<file path="config.mk">
export PLATFORM = sky130hd
export DESIGN_NAME = interp_feeder_flat
export DESIGN_NICKNAME = d
export VERILOG_FILES = /design/src/rtl/interp_feeder_if.sv /design/src/rtl/interp_feeder.sv /design/src/flat_wrapper.sv
export SDC_FILE = /design/constraint.sdc
export NUM_CORES = 1
export LEC_CHECK = 0
export ABC_AREA = 1
export BUFFER_PORTS_ARGS = -buffer_cell sky130_fd_sc_hd__buf_2
export CAP_MARGIN = 20
export CORE_MARGIN = 1.5
export CORE_UTILIZATION = 54
export CTS_BUF_LIST = sky130_fd_sc_hd__clkbuf_8
export CTS_CLUSTER_SIZE = 30
export DETAILED_ROUTE_END_ITERATION = 7
export PLACE_DENSITY = 0.77
export SLEW_MARGIN = 20
export SYNTH_ARGS = -nofsm -noshare
export SYNTH_HDL_FRONTEND = slang
export SYNTH_SLANG_ARGS = --single-unit
</file>
<file path="constraint.sdc">
create_clock -name i_clk -period 1.9 [get_ports i_clk]
set_input_delay 0.38 -clock i_clk [delete_from_list [all_inputs] [get_ports i_clk]]
set_output_delay 0.38 -clock i_clk [all_outputs]
set_load 0.01 [all_outputs]
</file>
<file path="src/rtl/interp_feeder_if.sv">
// Upstream sample handshake into the interpolator feeder.
//
// Handshake: a sample transfers on every rising edge where valid && ready.
// ready depends only on registered occupancy, never on valid, so the source
// may look at ready before deciding to raise valid. While valid is high and
// ready is low, data is simply not taken; the source keeps offering it.
//
// Signals:
//   valid  source -> feeder  sample offered this cycle
//   data   source -> feeder  signed sample, IW bits
//   ready  feeder -> source  FIFO has room this cycle
interface interp_feeder_if #(
  parameter int IW = 16
);
  logic          valid;
  logic [IW-1:0] data;
  logic          ready;

  modport master (output valid, output data, input ready);
  modport slave  (input valid, input data, output ready);
endinterface

</file>
<file path="src/rtl/interp_feeder.sv">
// Interpolator feeder: buffers upstream samples in a small FIFO and presents
// one held sample to a polyphase interpolator. It also produces the
// interpolator clock enable and the polyphase index.
//
// Timing: a tick counter divides i_clk by CE_DIV to give o_ce. Every tick
// advances o_phase. The tick on which o_phase is UPFACTOR-1 is a load event.
// At a load event the FIFO head moves into o_sample. If the FIFO is empty,
// o_sample is loaded with 0 and o_underflow is set.
//
// Ports:
//   i_clk, i_reset   clock, synchronous active-high reset
//   up (slave)       valid/data/ready upstream handshake
//   o_ce             one-cycle interpolator clock enable
//   o_sample         held sample, changes only at load events
//   o_phase          polyphase index 0..UPFACTOR-1
//   o_level          FIFO occupancy 0..DEPTH
//   i_clr_err        clears o_underflow (a same-edge underflow wins)
//   o_underflow      sticky empty-at-load flag
module interp_feeder #(
  parameter int IW       = 16,
  parameter int UPFACTOR = 4,
  parameter int CE_DIV   = 8,
  parameter int DEPTH    = 4
) (
  input  logic                        i_clk,
  input  logic                        i_reset,
  interp_feeder_if.slave              up,
  output logic                        o_ce,
  output logic signed [IW-1:0]        o_sample,
  output logic [$clog2(UPFACTOR)-1:0] o_phase,
  output logic [$clog2(DEPTH):0]      o_level,
  input  logic                        i_clr_err,
  output logic                        o_underflow
);

  localparam int PW = $clog2(UPFACTOR);
  localparam int AW = $clog2(DEPTH);
  localparam int LW = AW + 1;
  localparam int CW = (CE_DIV > 1) ? $clog2(CE_DIV) : 1;

  localparam logic [CW-1:0] CNT_MAX  = CW'(CE_DIV - 1);
  localparam logic [PW-1:0] PH_MAX   = PW'(UPFACTOR - 1);
  localparam logic [LW-1:0] LVL_FULL = LW'(DEPTH);

  logic [CW-1:0] cnt_q,    cnt_d;
  logic          ce_q,     ce_d;
  logic [PW-1:0] phase_q,  phase_d;
  logic [IW-1:0] sample_q, sample_d;
  logic [AW-1:0] wr_ptr_q, wr_ptr_d;
  logic [AW-1:0] rd_ptr_q, rd_ptr_d;
  logic [LW-1:0] level_q,  level_d;
  logic          uf_q,     uf_d;
  logic [IW-1:0] mem_q [DEPTH];
  logic [IW-1:0] mem_d [DEPTH];

  logic ce;
  logic ready;
  logic push;
  logic load;
  logic pop;

  // The enable is the registered compare of the next count, so it lines up
  // exactly with count == CE_DIV-1 and never glitches. With CE_DIV == 1
  // every cycle out of reset is a tick, and the cycle right after release
  // cannot come from a flop that was held low by reset. That case therefore
  // uses the inverted reset directly.
  assign ce    = (CE_DIV == 1) ? ~i_reset : ce_q;
  assign ready = (level_q < LVL_FULL);
  assign push  = up.valid && ready;
  assign load  = ce && (phase_q == PH_MAX);
  // Occupancy is registered, so a sample pushed on the load edge itself is
  // never bypassed into o_sample.
  assign pop   = load && (level_q != '0);

  always_comb begin
    cnt_d = (cnt_q == CNT_MAX) ? '0 : cnt_q + 1'b1;
    ce_d  = (cnt_d == CNT_MAX);

    phase_d = phase_q;
    if (ce) begin
      phase_d = (phase_q == PH_MAX) ? '0 : phase_q + 1'b1;
    end

    sample_d = sample_q;
    if (load) begin
      sample_d = pop ? mem_q[rd_ptr_q] : '0;
    end

    mem_d = mem_q;
    if (push) begin
      mem_d[wr_ptr_q] = up.data;
    end

    // Pointers wrap naturally because DEPTH is a power of two.
    wr_ptr_d = push ? wr_ptr_q + 1'b1 : wr_ptr_q;
    rd_ptr_d = pop  ? rd_ptr_q + 1'b1 : rd_ptr_q;

    level_d = level_q;
    case ({push, pop})
      2'b10:   level_d = level_q + 1'b1;
      2'b01:   level_d = level_q - 1'b1;
      default: level_d = level_q;
    endcase

    // A clear is applied first, so a new underflow on the same edge wins.
    uf_d = uf_q;
    if (i_clr_err) begin
      uf_d = 1'b0;
    end
    if (load && !pop) begin
      uf_d = 1'b1;
    end
  end

  always_ff @(posedge i_clk) begin
    if (i_reset) begin
      cnt_q    <= '0;
      ce_q     <= 1'b0;
      phase_q  <= '0;
      sample_q <= '0;
      wr_ptr_q <= '0;
      rd_ptr_q <= '0;
      level_q  <= '0;
      uf_q     <= 1'b0;
    end else begin
      cnt_q    <= cnt_d;
      ce_q     <= ce_d;
      phase_q  <= phase_d;
      sample_q <= sample_d;
      wr_ptr_q <= wr_ptr_d;
      rd_ptr_q <= rd_ptr_d;
      level_q  <= level_d;
      uf_q     <= uf_d;
    end
  end

  // Storage needs no reset: an entry is only read after it has been written.
  always_ff @(posedge i_clk) begin
    mem_q <= mem_d;
  end

  assign up.ready    = ready;
  assign o_ce        = ce;
  assign o_sample    = sample_q;
  assign o_phase     = phase_q;
  assign o_level     = level_q;
  assign o_underflow = uf_q;

endmodule
</file>
<file path="src/flat_wrapper.sv">
// flat-port wrapper written by rule: the top's interface ports become plain ports
module interp_feeder_flat 
#(
  parameter int IW       = 16,
  parameter int UPFACTOR = 4,
  parameter int CE_DIV   = 8,
  parameter int DEPTH    = 4
)
  (i_clk, i_reset, o_ce, o_sample, o_phase, o_level, i_clr_err, o_underflow, up_valid, up_data, up_ready);
  interp_feeder_if #(.IW(IW)) up_i ();
  input  logic i_clk;
  input  logic i_reset;
  output logic o_ce;
  output logic signed [IW-1:0] o_sample;
  output logic [$clog2(UPFACTOR)-1:0] o_phase;
  output logic [$clog2(DEPTH):0] o_level;
  input  logic i_clr_err;
  output logic o_underflow;
  input wire logic [$bits(up_i.valid)-1:0] up_valid;
  input wire logic [$bits(up_i.data)-1:0] up_data;
  output wire logic [$bits(up_i.ready)-1:0] up_ready;
  assign up_i.valid = up_valid;
  assign up_i.data = up_data;
  assign up_ready = up_i.ready;
  interp_feeder #(.IW(IW), .UPFACTOR(UPFACTOR), .CE_DIV(CE_DIV), .DEPTH(DEPTH)) u_core (.i_clk(i_clk), .i_reset(i_reset), .up(up_i), .o_ce(o_ce), .o_sample(o_sample), .o_phase(o_phase), .o_level(o_level), .i_clr_err(i_clr_err), .o_underflow(o_underflow));
endmodule
</file>
==> impl_metrics.yaml <==
layout:
  final_common_cell: "nand2_1"
  syn_to_final_growth_pct: 16.4
  nNetsFinal: 480
  fillers: 559
  register_area_sq_um: 2520
  final_cell_mix: "154 x nand2_1, 64 x edfxtp_1, 51 x inv_1, 43 x buf_2, 28 x dfxtp_1"
  fin_cells: 552
  multi_input_area_sq_um: 1070
  antenna_cells: 0
  drive_above_1_share_pct: 19.3
critical_path:
  path_buf_inv: 4
  r2r-end: "u_core.o_level[2]"
  r2r_slack_ps: 130
  cp_num_cells: 14
  r2r-start: "u_core.o_phase[1]"
  startpoint: "u_core.o_phase[1]"
  r2r_cells: 14
  cp-endpoint: "u_core.o_level[2]"
  crit_slowest_cell: "dfxtp_2"
  path_class: "flip-flop to flip-flop"
  crit_path_max_incr_delay_ps: 350
  worstPathArrival_ps: 2030
  cp_max_fo: 4
  path_cells: "ha_2 > nand2_4 > clkinv_4 > nand2_4 > inv_1 > ha_1 > inv_1 > fa_2 > inv_1 > nand2_1 > nand3_1 > nand2_1 > nand2_1 > nor2_1"
  end_kind: "flip-flop"
  cp.required_ps: 2160
  crit_path_start_kind: "flip-flop"
  critPathTopFamily: "adder cells"
synthesis:
  ys_warn_count: 0
  syn_inst: 395
  synth.cell_area_sq_um: 3890
  ys.flop_type: "edfxtp_1"
  synth.avg_cell_area_sq_um: 9.84
  ys_seq_area_share_pct: 64.9
  synth_nets: 424
  synth_cell_types: 27
  synth-seq-cells: 94
  synth_edf_count: 64
  synth-async-reset-ratio_pct: 0
global_route:
  grt_util_met1_pct: 26.2
  grt_pass1_vias: 2576
  overflow: 0
  met2_usage_pct: 37.1
  busiest_layer: "met2"
  grt.total_usage_pct: 21.5
  use_met3_pct: 3.77
  grt_max_degree: 29
  grt_pass1_wl_um: 12100
  antenna_found_initial: 0
die:
  start_util_pct: 56.6
  num_rows: 30
  fp.dieW_um: 87.8
  dieHeight_um: 87.8
  die_area_sq_um: 7720
  io_pins: 44
  fp.coreArea_sq_um: 6870
placed_design:
  placed_cells: 536
  portBuffers: 43
  place.gp.congestion: 0.722
  dp_hpwl_um: 4880
detailed_routing:
  drt_iter0_markers: 148
  drc: 0
  vias: 2642
  totalWireLength_um: 7510
  post_drt_wl_per_cell_um: 13.6
  first_pass_iters: 4
  ant_nets: 0
  viasPerCell: 4.79
clock_network:
  clockBufferDepth: 2
  cts_tree: "done"
  cts_sinks: 94
  cts_buffers: 9
  clkLatencyLatePin_ps: 360
  cts_root_buf: "clkbuf_8"
  clk_pin_slew_worst_paths_ps: 90
  h-tree-depth: 3
pwr:
  power_mw: 4.20
  powerDensity_nw_per_um2: 928
  leakagePower_nw: 2.14
  vdd_drop_max_mv: 0.531
sta:
  rsz0062_at_grt: "no"
  setup_viol: 0
  holdWs_ps: 235
  finalHoldViolCount: 0
  fin_tns_setup_ps: 0
  period_needed_ps: 1770
  maxSlewViolCount: 0
  clock.fmax_ghz: 0.565
  relSlewSlack_pct: 67.9
  skew_ps: 12.2
  tightest_slew_ps: 480
  post-route-period-util_pct: 93.1
flow_run:
  drv_cap: 0
status:
  outcome: "completed"
hold_path:
  hold_class: "primary input to flip-flop"
==> flip-flops by register name (all words and copies together) (netlist names) <==
signal              count
u_core.rd_ptr_q         2
u_core.mem_q           64
u_core.cnt_q            3
u_core.o_phase          2
u_core.o_level          3
u_core.wr_ptr_q         2
u_core.o_ce             1
u_core.o_underflow      1
u_core.o_sample        16
==> how the worst min path moves through the flow <==
| stage | startpoint | end | slack (ps) | depth (start not counted) |
|---|---|---|---|---|
| after floorplan | u_core.cnt_q[0] | u_core.cnt_q[0] | 430 | 1 |
| after global placement | u_core.o_sample[15] | u_core.o_sample[15] | 430 | 2 |
| after detailed placement | u_core.o_sample[12] | u_core.o_sample[12] | 440 | 2 |
| after CTS | up_data[9] | u_core.mem_q[9] | 220 | 1 |
| after global routing | up_data[9] | u_core.mem_q[57] | 220 | 1 |
| final | up_data[9] | u_core.mem_q[9] | 230 | 1 |
==> cell usage after synthesis, types with 2 or more instances <==
| library cell | n | area (sq um) |
|---|---|---|
| nand2_1 | 154 | 578 |
| ha_1 | 8 | 100 |
| nor2_1 | 18 | 67.6 |
| edfxtp_1 | 64 | 1920 |
| o21ai_0 | 5 | 25.0 |
| inv_1 | 51 | 191 |
| nand2_2 | 4 | 25.0 |
| nand2_4 | 2 | 22.5 |
| or2_0 | 2 | 12.5 |
| dfxtp_1 | 30 | 601 |
| buf_2 | 9 | 45.0 |
| nand3_1 | 27 | 135 |
| a21oi_1 | 7 | 35.0 |
==> per-stage QoR <==
step / instance area (sq um) / utilization [%] / setup slack, ps
2_1_floorplan: 3890 / - / 3.98
3_3_place_gp: 4260 / 61.9 / 104
6_report: 4520 / 65.8 / 131
5_1_grt: 4520 / 65.8 / 16.0
3_5_place_dp: 4260 / 61.9 / 55.1
4_1_cts: 4520 / 65.7 / 47.9
==> repair_timing <==
action	in CTS	in global routing
endpoints found under the hold margin	0	0
resized for setup	0	4
hold buffers	0	0
buffers inserted	0	0
endpoints found under the setup margin	0	1
==> kinds of logic (layout without fill, tap and decap cells) <==
family	count (synthesis)	count (layout)	synth area share (%)
adders and majority gates	9	9	3.09
DFF	94	94	64.9
xor gates and xnor gates	1	1	0.225
buffers and inverters	68	129	7.66
and+or+nand+nor	211	211	22.6
AOI/OAI and AO/OA	12	12	1.54
==> metal layers <==
metal / routed length, um / vias up
met1: 3070 / 1197
li1: - / 1351
met2: 3780 / 79
met4: 159 / 0
met5: 0 / -
met3: 500 / 15
==> power by group <==
group	switching (mW)	internal, mW
clock network	0.681	1.00
logic	0.146	0.0817
registers	0.0262	2.26
total	0.853	3.35
==> cell type report <==
class	count	share of cell area (%)
Clock buffer	9	2.74
Tap cell	96	2.66
Clock inverter	7	3.02
Inverter	54	4.65
Multi-Input combinational cell	233	23.7
Timing Repair Buffer	59	7.41
Sequential cell	94	55.8
(Power assumes the default switching activity.)
